### src/rtl/game_of_life.sv
// rtl/game_of_life.sv - 8x8 toroidal Conway Game of Life engine, one generation per clock
module game_of_life #(
    parameter logic [63:0] SEED = 64'h0000_0000_0007_0402
) (
    input  logic        clk,
    input  logic        start,
    output logic [63:0] outGrid
);

    logic [63:0] grid;
    logic [63:0] next_grid;

    // Every cell's next value is derived purely from the registered grid, so all
    // 64 cells advance together; neighbour indices wrap mod 8 to form the torus.
    for (genvar r = 0; r < 8; r++) begin : g_row
        for (genvar c = 0; c < 8; c++) begin : g_col
            localparam int RU = (r + 7) % 8;
            localparam int RD = (r + 1) % 8;
            localparam int CL = (c + 7) % 8;
            localparam int CR = (c + 1) % 8;

            logic [3:0] n;

            assign n = {3'b000, grid[8*RU + CL]} + {3'b000, grid[8*RU + c]}
                     + {3'b000, grid[8*RU + CR]} + {3'b000, grid[8*r  + CL]}
                     + {3'b000, grid[8*r  + CR]} + {3'b000, grid[8*RD + CL]}
                     + {3'b000, grid[8*RD + c]}  + {3'b000, grid[8*RD + CR]};

            assign next_grid[8*r + c] = (n == 4'd3) | (grid[8*r + c] & (n == 4'd2));
        end
    end

    always_ff @(posedge clk or posedge start) begin
        if (start) begin
            grid <= SEED;
        end else begin
            grid <= next_grid;
        end
    end

    assign outGrid = grid;

endmodule

### config.mk
export PLATFORM = sky130hd
export DESIGN_NAME = game_of_life
export DESIGN_NICKNAME = d
export VERILOG_FILES = /design/src/rtl/game_of_life.sv
export SDC_FILE = /design/constraint.sdc
export NUM_CORES = 1
export LEC_CHECK = 0
export ABC_AREA = 1
export BUFFER_PORTS_ARGS = -buffer_cell sky130_fd_sc_hd__buf_2
export CAP_MARGIN = 20
export CORE_AREA = 2 2 176 126
export CTS_BUF_LIST = sky130_fd_sc_hd__clkbuf_4
export CTS_CLUSTER_SIZE = 24
export DETAILED_ROUTE_END_ITERATION = 10
export DIE_AREA = 0 0 178 128
export PLACE_DENSITY = 0.81
export SLEW_MARGIN = 20
export SYNTH_ARGS = -nofsm -noshare
export SYNTH_HDL_FRONTEND = slang
export SYNTH_SLANG_ARGS = --single-unit
### constraint.sdc
create_clock -name clk -period 6.4 [get_ports clk]
set_input_delay 0 -clock clk [delete_from_list [all_inputs] [get_ports clk]]
set_output_delay 0 -clock clk [all_outputs]
set_load 0.01 [all_outputs]
==> key figures, run 1 <==
Routing
  – Final wirelength: ~28000 µm
  – Vias per inst: slightly above 5
  – # DRC: 0
  – Initial DRT Pass Iterations: 5
  – Initial DRC count: between 400 and 500
  – Final ANT Viol Nets: 0
  – Routed len/inst: 15.90 µm
  – Vias: 9086

Global routing
  – Vias in the first global route: 9866
  – GR Layer Usage met3: 5.042%
  – Initial antenna violation count: 0
  – Top Usage Layer GRT: met2
  – Met2 Use GR: roughly 47%
  – Global-route wire length before repair: 47930 µm
  – Gr usage total: 27.56%
  – Largest net degree at the start of global routing: 65
  – GR Util met1: 36.00%
  – Grt ovf: 0

Logic synthesis
  – Dominant cell type by area after synthesis: fa_1
  – Syn nets: ~1900
  – Post-Synthesis Cells: 1407
  – Asr flop ratio synth: 100.0%
  – Main area contributors after synthesis: fa_1 40%, ha_1 19%, inv_1 15%
  – Distinct cells, synth: 8
  – Top post-synthesis cells by count: 512 x inv_1, 255 x fa_1, 192 x ha_1, 192 x nand2_1, 128 x nand3_1
  – Post-synth top area share: 40.14%
  – Post-synth EDFFs: 0
  – Main synth FF type: dfrtp_1
  – Post-Syn Area: 12720 µm²
  – Flops & latches, synth: 64
  – Ys Warns: 0
  – Syn avg cell area: roughly 9 µm²
  – Post-synthesis sequential area ratio: 12.64%
  – Dominant cell by count in the synthesized netlist: inv_1

Place
  – Post-DP Area: 13410 µm²
  – Routability cong.: approximately 0.86
  – Hpwl dp: 22610 µm
  – IO buf count: 65

CTS
  – Clock slew at reported path FFs: 170 ps
  – CTS tree: built
  – TritonCTS Buffers: 9
  – Postcts setup bufs: 0
  – CTS Sinks: 64
  – CTS Buffer Depth: 2
  – Clock Tree Root: clkbuf_4
  – Worst-Skew Late Latency: 530 ps
  – H-tree Lvls: 3
  – CTS resizes: 0

Power
  – P_leak: 8.085 nW
  – Maximum vdd ir drop: 0.06106 mV
  – Power Density: 53.29 nW/µm²

Floorplanning
  – Row count: 45
  – Full die area: 22780 µm²
  – IO Count: 66
  – Initial Utilization: 59.92%
  – Die Ht: around 130 µm
  – Core area: 21230 µm²
  – Die X: 178 µm

Job
  – Max cap viols: 0

Timing
  – Slew Limit Fails: 0
  – Fmax: 280.2 MHz
  – Relative slew margins: 44.08%
  – Clock Skews: 30.94 ps
  – Setup_tns: 0 ps
  – Hold Vio Cnt, Final: 0
  – Period utilization: 55.77%
  – Final setup violating endpoints: 0
  – Worst Max-Slew Pin Slew: about 840 ps
  – RSZ-0062 raised after global routing: false
  – Crit path time final: 3570 ps

Setup path
  – Crit. End Element: register
  – R2R Setup Slk: between 2000 and 3000 ps
  – Worst r2r src: outGrid[49]
  – Peak fanout along the critical path: 9
  – WP data required: 6840 ps
  – Worst R2R End: outGrid[48]
  – Setup crit start kind: register
  – Critical path arrival: around 4000 ps
  – Reg2reg path depth: 9
  – Kind of critical path: register to register

Cells and area
  – Synth-to-Final Area Change: 6.719%
  – Max FFs per register: 64
  – Diodes inserted: 0
  – Final instance area: 13570 µm²
  – Fraction of layout cells with a size suffix above 1: 6.032%
  – # nets final: 1936

Status
  – Status: finished clean

Hold path
  – HP Class: input pin to async pin
==> cells in the final DEF, fill, tap and decap left out, drive strengths merged <==
master       instances
a21oi               64
buf                 68
clkbuf               9
clkinv               1
clkinvlp             4
dfrtp               59
dfstp                5
dlygate4sd3          1
fa                 255
ha                 192
inv                514
nand2              192
nand3              128
==> per-layer routing <==
layer  part of all wire (%)  vias up
li1                       -     4269
met5                      0        -
met4                    1.9        0
met3                    6.0       54
met2                     49      250
met1                     43     4513
==> metrics by stage <==
stage | total power [mW] | hold slack (ps) | std cells | utilization (%) | worst slack (ps)
CTS | 0.7322 | 320.0 | 1773 | 63.81 | 2852
global route | 0.7473 | 138.7 | 1774 | 63.94 | 2654
floorplan | 0.4180 | 359.9 | 1407 | - | 3218
global placement | 0.4231 | 372.9 | 1756 | 63.18 | 2856
finish | 0.7233 | 95.49 | 1774 | 63.94 | 2830
detailed placement | 0.4232 | 374.5 | 1756 | 63.18 | 2872
==> cells by family after synthesis <==
| group | count (synthesis) | share of synthesized area (%) |
|---|---|---|
| buffers and inverters | 512 | 15.11 |
| adder cells (fa/ha/maj) | 447 | 59.03 |
| AND/OR/NAND/NOR | 320 | 10.70 |
| AO/OA/AOI/OAI | 64 | 2.518 |
| flip-flops | 64 | 12.64 |
==> how the worst max path moves through the flow <==
stage           startpoint     endpoint  slack (ps)  depth (start not counted)
5_1_grt        outGrid[49]  outGrid[48]        2650                          9
3_5_place_dp   outGrid[49]  outGrid[48]        2870                          9
3_3_place_gp   outGrid[49]  outGrid[48]        2860                          9
2_1_floorplan  outGrid[16]  outGrid[24]        3220                          9
4_1_cts        outGrid[49]  outGrid[48]        2850                          9
6_report       outGrid[49]  outGrid[48]        2830                          9
==> power breakdown <==
part | leakage, nW | switching (mW) | internal, mW | total (mW)
Combinational | 7.15 | 0.00992 | 0.00281 | 0.0127
Clock | 0.0552 | 0.224 | 0.0822 | 0.306
Sequential | 0.876 | 0 | 0.405 | 0.405
Total | 8.08 | 0.234 | 0.490 | 0.723
==> worst max-delay path: stages (launching register included) <==
cell	delay, ps
dfrtp_1	420
inv_1	560
fa_1	550
fa_1	460
fa_1	490
inv_1	40
ha_1	200
fa_1	480
nand3_1	80
a21oi_1	220
==> what timing repair did <==
| action | in CTS | in global routing |
|---|---|---|
| endpoints found under the hold margin | 59 | 0 |
| endpoints found under the setup margin | 0 | 0 |
| hold buffers | 1 | 0 |
==> layout make-up <==
class,count,area [µm²]
timing repair buffer,69,377.9
inverter,512,1922
sequential,64,1608
clock buffer,9,67.56
fill,1686,7654
clock inverter,7,56.30
multi-input combinational,831,9189
tap,282,352.8
Power figures use the tool's default switching activity.
==> run 2, diff against run 1 <==
==> constraint.sdc (replaced) <==
create_clock -name clk -period 3.5 [get_ports clk]
set_input_delay 0 -clock clk [delete_from_list [all_inputs] [get_ports clk]]
set_output_delay 0 -clock clk [all_outputs]
set_load 0.01 [all_outputs]
==> run 2 against run 1 <==
  * Via count is 4.8% higher
  * Sequential share of layout area shrank 0.46 points
  * Clock-buffer cell count unchanged
  * Highest routed layer is now met5
  * Critical endpoint is now outGrid[25]
  * Register-to-register slack worse by 2700 ps
  * Global-route usage increased by 1.4 points
  * Sequential cell count is the same
  * Maximum frequency up 6.3%
  * Combinational power up 72%
==> key figures, run 2 (synthesis results as in run 1) <==
Floorplanning
  – Core area: ~21000 µm²
  – IO Count: 66
  – Die Ht: 128 µm
  – Die X: 178 µm
  – Full die area: 22780 µm²
  – Initial Utilization: between 50% and 60%
  – Row count: 45

Power
  – P_leak: 8.400 nW
  – Power Density: 105.6 nW/µm²
  – Switching share of total power: 26.44%
  – Switching Power: 0.3944 mW
  – Comb pwr share: 1.5%
  – Power share of the sequential group: between 40% and 50%
  – Maximum vdd ir drop: about 0.14 mV
  – Clock share of power: 48.9%
  – Internal power: approximately 1.1 mW

Routing
  – Final wirelength: between 20000 and 30000 µm
  – # DRC: 0
  – Vias per inst: 5.176
  – Final ANT Viol Nets: 0
  – Vias: 9518
  – Met3 wire length: approximately 2000 µm
  – Initial DRC count: 671
  – Top Metal Used: met5
  – Met1 WL: 12550 µm
  – DR WL met2: 14430 µm
  – Routed len/inst: 16.24 µm
  – Initial DRT Pass Iterations: 5

Global routing
  – Vias in the first global route: 10530
  – Initial antenna violation count: 0
  – Largest net degree at the start of global routing: 42
  – Grt ovf: 0
  – Gr usage total: 28.99%
  – Global-route wire length before repair: 50330 µm

CTS
  – H-tree Lvls: 3
  – CTS Buffer Depth: 2
  – CTS resizes: 0
  – Clock Tree Root: clkbuf_4
  – CTS tree: built
  – Clock slew at reported path FFs: 150 ps
  – Postcts setup bufs: 0
  – TritonCTS Buffers: 9
  – Worst-Skew Late Latency: 520 ps
  – CTS Sinks: between 60 and 70
  – Hold buffer count at cts: 1

Cells and area
  – Fraction of layout cells with a size suffix above 1: 9.827%
  – Synth-to-Final Area Change: 11.02%
  – Max FFs per register: between 60 and 70
  – Diodes inserted: 0
  – Non-filler instance count after layout: 1839
  – Commonest non-fill, non-tap cell in the layout: inv_1
  – Commonest non-fill, non-tap cells in the layout: 511 x inv_1, 255 x fa_1, 192 x nand2_1, 192 x ha_1, 128 x nand3_1
  – # nets final: 2001

Timing
  – Hold Vio Cnt, Final: 0
  – Setup_tns: 0 ps
  – Relative slew margins: between 40% and 50%
  – Final setup violating endpoints: 0
  – Fmax: 297.7 MHz
  – Period utilization: a little over nine tenths
  – Worst Slack Setup Final: 141.2 ps
  – Slew Limit Fails: 0
  – Crit path time final: 3359 ps
  – Clock Skews: 27.49 ps
  – RSZ-0062 raised after global routing: false
  – Worst hold slack: about 83 ps
  – Worst Max-Slew Pin Slew: 753.1 ps

Setup path
  – Critical path origin: outGrid[17]
  – Setup crit start kind: register
  – Worst r2r src: outGrid[17]
  – Buf/Inv on CP: 2
  – CP dominant cell by count: fa_1
  – WP data required: a little under 4000 ps
  – Critical path arrival: roughly 3800 ps
  – Kind of critical path: register to register
  – Crit. End Element: register
  – Slowest cell delay on critical path: 610 ps
  – CP max-delay cell: fa_1
  – Crit-path cells: inv_1 > fa_1 > fa_1 > fa_1 > inv_1 > ha_1 > fa_1 > nand3_1 > a21oi_1
  – Peak fanout along the critical path: 6
  – CP top delay family: adder cells

Place
  – Setup Slack @ Placement: roughly 190 ps
  – IO buf count: 65
  – Routability cong.: 0.8863
  – Hpwl dp: 25170 µm
  – Cell Count Post-Placement: around 1800

Hold path
  – HP Class: input pin to async pin

Status
  – Status: finished clean

Job
  – Max cap viols: 0
-- run 2: changes by cell type in the layout (fill, tap and decap cells not counted), moves of 2 or more --
| cell | before | now |
|---|---|---|
| buf_12 | 0 | 2 |
| buf_4 | 2 | 66 |
| bufinv_16 | 0 | 3 |
| clkinv_1 | 0 | 2 |
| clkinvlp_4 | 4 | 1 |
| inv_6 | 2 | 0 |
-- run 2: power groups by stage --
| stage | combinational [mW] | clock (mW) | sequential, mW |
|---|---|---|---|
| after global routing | 0.0249 | 0.760 | 0.740 |
| after CTS | 0.0229 | 0.737 | 0.740 |
| final | 0.0218 | 0.730 | 0.740 |
| after global placement | 0.0217 | 0 | 0.753 |
| after detailed placement | 0.0221 | 0 | 0.753 |
| after floorplan | 0.0107 | 0 | 0.754 |
-- run 2: path summary, 6_finish.rpt --
path	end	slack (ps)	depth (start not counted)
setup / recovery	outGrid[25]	140	9
hold / removal	outGrid[47]	80	4
setup reg to reg	outGrid[25]	140	9
hold reg to reg	outGrid[6]	780	4
max in group asynchronous	outGrid[11]	2800	4
min in group clk	outGrid[6]	780	4
-- run 2: layer usage --
metal  global-route usage [%]  vias up
li1                         -     4402
met2                    48.54      302
met1                    38.05     4745
met3                    5.160       67
met5                    3.728        -
met4                    10.08        2
-- run 2: stage by stage --
step	area, µm²	total power [mW]	utilization, %
6_report	14120	1.492	66.52
5_1_grt	14120	1.525	66.52
4_1_cts	14120	1.500	66.52
3_5_place_dp	13930	0.7756	65.64
3_3_place_gp	13930	0.7751	65.64
2_1_floorplan	12720	0.7643	-
-- run 2: worst register-to-register path, cell delays in order (launching register included) --
cell	delay, ps
dfstp_2	550
inv_1	220
fa_1	610
fa_1	470
fa_1	500
inv_1	50
ha_1	200
fa_1	500
nand3_1	90
a21oi_1	130
-- run 2: area by class of cell --
| type | instances | area [µm²] |
|---|---|---|
| Multi-Input combinational cell | 831 | 9189 |
| Inverter | 512 | 1922 |
| Clock inverter | 7 | 110.1 |
| Clock buffer | 9 | 67.56 |
| Sequential cell | 64 | 1608 |
| Timing Repair Buffer | 134 | 870.8 |
| Fill cell | 1673 | 7107 |
| Tap cell | 282 | 352.8 |
==> run 3, diff against run 2 <==
==> config.mk (replaced) <==
export PLATFORM = sky130hd
export DESIGN_NAME = game_of_life
export DESIGN_NICKNAME = d
export VERILOG_FILES = /design/src/rtl/game_of_life.sv
export SDC_FILE = /design/constraint.sdc
export NUM_CORES = 1
export LEC_CHECK = 0
export BUFFER_PORTS_ARGS = -buffer_cell sky130_fd_sc_hd__buf_2
export CAP_MARGIN = 20
export CORE_AREA = 2 2 171 123
export CTS_BUF_LIST = sky130_fd_sc_hd__clkbuf_4
export CTS_CLUSTER_SIZE = 24
export DETAILED_ROUTE_END_ITERATION = 10
export DIE_AREA = 0 0 173 125
export GPL_TIMING_DRIVEN = 0
export PLACE_DENSITY = 0.81
export SYNTH_ARGS = -nofsm -noshare
export SYNTH_HDL_FRONTEND = slang
export SYNTH_SLANG_ARGS = --single-unit
==> run 3 against run 2 <==
  * Clock skew barely moved
  * Register-to-register slack lost 230 ps
  * The flow now finishes with violations (negative setup slack)
  * Clock-buffer cell count grew 3
  * Non-clock buffer count grew 34
  * Via count decreased by 8.2%
  * Largest power group unchanged
  * Sequential cell count is the same
  * Critical path type unchanged
  * Wire length down 3.6%
  * Highest routed layer is now met4
  * Hold slack gained 480 ps
  * Critical endpoint is now outGrid[10]
==> key figures, run 3 <==
CTS
  – CTS Buffer Depth: 2
  – H-tree Lvls: 3
  – Clock Tree Root: clkbuf_4
  – Worst-Skew Late Latency: 490 ps
  – Clock slew at reported path FFs: 150 ps
  – TritonCTS Buffers: 9
  – CTS Sinks: 64
  – CTS tree: built

Floorplanning
  – Core area: 20150 µm²
  – Initial Utilization: 59.54%
  – Full die area: 21630 µm²
  – Die Ht: 125 µm
  – IO Count: between 60 and 70
  – Row count: 44
  – Die X: roughly 170 µm

Routing
  – Top Metal Used: met4
  – Routed len/inst: 17.87 µm
  – Vias: 8741
  – Initial DRC count: 506
  – Final wirelength: around 29000 µm
  – DR WL met2: between 10000 and 15000 µm
  – Initial DRT Pass Iterations: 4
  – Met1 WL: around 12000 µm
  – Vias per inst: 5.426
  – # DRC: 0
  – Final ANT Viol Nets: 0
  – Met3 wire length: 1753 µm

Timing
  – Worst Max-Slew Pin Slew: approximately 800 ps
  – Clock Skews: 27.09 ps
  – Fmax: 278.5 MHz
  – RSZ-0062 raised after global routing: true
  – Slew Limit Fails: 0
  – Worst Slack Setup Final: -90.56 ps
  – Period utilization: 102.6%
  – Hold Vio Cnt, Final: 0
  – Setup_tns: -90.56 ps
  – Crit path time final: roughly 3600 ps
  – Relative slew margins: 46.23%
  – Final setup violating endpoints: 1

Power
  – Total chip power: 1.346 mW
  – Switching share of total power: 26.95%
  – Internal power: 0.9835 mW
  – Maximum vdd ir drop: 0.1084 mV
  – Comb pwr share: 1.8%
  – P_leak: just over 8 nW
  – Power share of the sequential group: 54.9%
  – Switching Power: 0.3628 mW
  – Clock share of power: a little over two fifths
  – Power Density: 97.15 nW/µm²

Setup path
  – WP data required: roughly 4000 ps
  – R2R Setup Slk: -90 ps
  – Setup crit start kind: register
  – Peak fanout along the critical path: 6
  – Worst r2r src: outGrid[1]
  – Critical path arrival: 4000 ps
  – Worst R2R End: outGrid[10]
  – Crit. End Element: register
  – Reg2reg path depth: 10
  – Kind of critical path: register to register

Place
  – Routability cong.: ~0.85
  – Cell Count Post-Placement: 1493
  – Hpwl dp: around 21000 µm
  – Post-DP Area: approximately 13000 µm²
  – IO buf count: 65

Logic synthesis
  – Distinct cells, synth: 10
  – Syn avg cell area: roughly 10 µm²
  – Post-synth top area share: between 40% and 50%
  – Top post-synthesis cells by count: 320 x inv_1, 255 x fa_1, 192 x ha_1
  – Syn nets: 1600
  – Post-Syn Area: 12000 µm²
  – Post-Synthesis Cells: 1151
  – Flops & latches, synth: 64
  – Ys Warns: 0
  – Post-synth EDFFs: 0
  – Asr flop ratio synth: 100.0%
  – Dominant cell by count in the synthesized netlist: inv_1
  – Dominant cell type by area after synthesis: fa_1
  – Main area contributors after synthesis: fa_1 43%, ha_1 20%, dfrtp_1 12%
  – Main synth FF type: dfrtp_1
  – Post-synthesis sequential area ratio: 13.40%

Global routing
  – Vias in the first global route: 8876
  – Largest net degree at the start of global routing: approximately 50
  – Gr usage total: a little over a quarter
  – Initial antenna violation count: 0
  – Global-route wire length before repair: between 40000 and 50000 µm
  – Grt ovf: 0

Cells and area
  – Commonest non-fill, non-tap cells in the layout: 275 x inv_1, 249 x fa_1, 188 x ha_1, 126 x a21oi_1, 95 x buf_4
  – Synth-to-Final Area Change: 15.51%
  – Max FFs per register: 64
  – Non-filler instance count after layout: approximately 1600
  – Fraction of layout cells with a size suffix above 1: about a fifth
  – # nets final: 1779
  – Final instance area: 13860 µm²
  – Diodes inserted: 0
  – Commonest non-fill, non-tap cell in the layout: inv_1
  – Util after Layout: 68.78%

Job
  – Max cap viols: 0

Status
  – Status: finished with violations
  – Failing checks: negative setup slack

Hold path
  – HP Class: input pin to async pin
[run 3: worst max-delay path by stage]
stage,cells after the start,from,slack (ps),endpoint
4_1_cts,9,outGrid[24],3,outGrid[31]
5_1_grt,10,outGrid[1],-170,outGrid[10]
2_1_floorplan,9,outGrid[16],250,outGrid[31]
3_5_place_dp,9,outGrid[49],-50,outGrid[58]
3_3_place_gp,9,outGrid[49],-2,outGrid[48]
6_report,10,outGrid[1],-90,outGrid[10]
[run 3: critical path: stages (launching register included)]
cell	delay [ps]
dfstp_2	600
clkinvlp_4	190
buf_4	190
fa_1	500
fa_1	520
fa_1	520
inv_1	60
ha_2	170
fa_2	530
o21ai_1	90
a21oi_2	140
[run 3: repair_timing]
action,4_1_cts,5_1_grt
hold endpoints to repair,60,0
setup buffers,7,93
pin swaps,0,13
endpoints found under the setup margin,14,56
resized for setup,7,69
hold buffers,2,0
[run 3: power by group through the flow]
stage	logic [mW]	clock network, mW	registers, mW
final	0.0238	0.583	0.740
after global routing	0.0273	0.624	0.740
after CTS	0.0252	0.598	0.740
after detailed placement	0.0237	0	0.753
after global placement	0.0190	0	0.754
after floorplan	0.0107	0	0.754
[run 3: kinds of logic after synthesis]
logic type / share of synthesized area (%)
adder cells (fa/ha/maj): 62.57
buffers and inverters: 10.01
AO/OA/AOI/OAI: 8.009
AND/OR/NAND/NOR: 6.007
flip-flops: 13.40
[run 3: stage by stage]
step                hold slack, ps  setup WS [ps]
floorplan                    363.0          250.9
global placement             463.0         -2.291
detailed placement          -22.97         -53.47
CTS                          555.7          3.181
global route                 582.8         -168.2
finish                       563.4         -90.56
[run 3: cell type report]
type / instances / area, µm²
clock buffers: 12 / 90.09
clock inverters: 4 / 45.04
fillers: 1470 / 6291
inverters: 320 / 1369
multi-input cells: 767 / 9225
flip-flops and latches: 64 / 1624
well taps: 276 / 345.3
repair buffers: 168 / 1160
[run 3: metal layers]
metal | GRT usage (%) | up-vias
li1 | - | 3972
met1 | 36.22 | 4450
met2 | 43.48 | 272
met3 | 5.444 | 47
met4 | 5.882 | 0
met5 | 0 | -
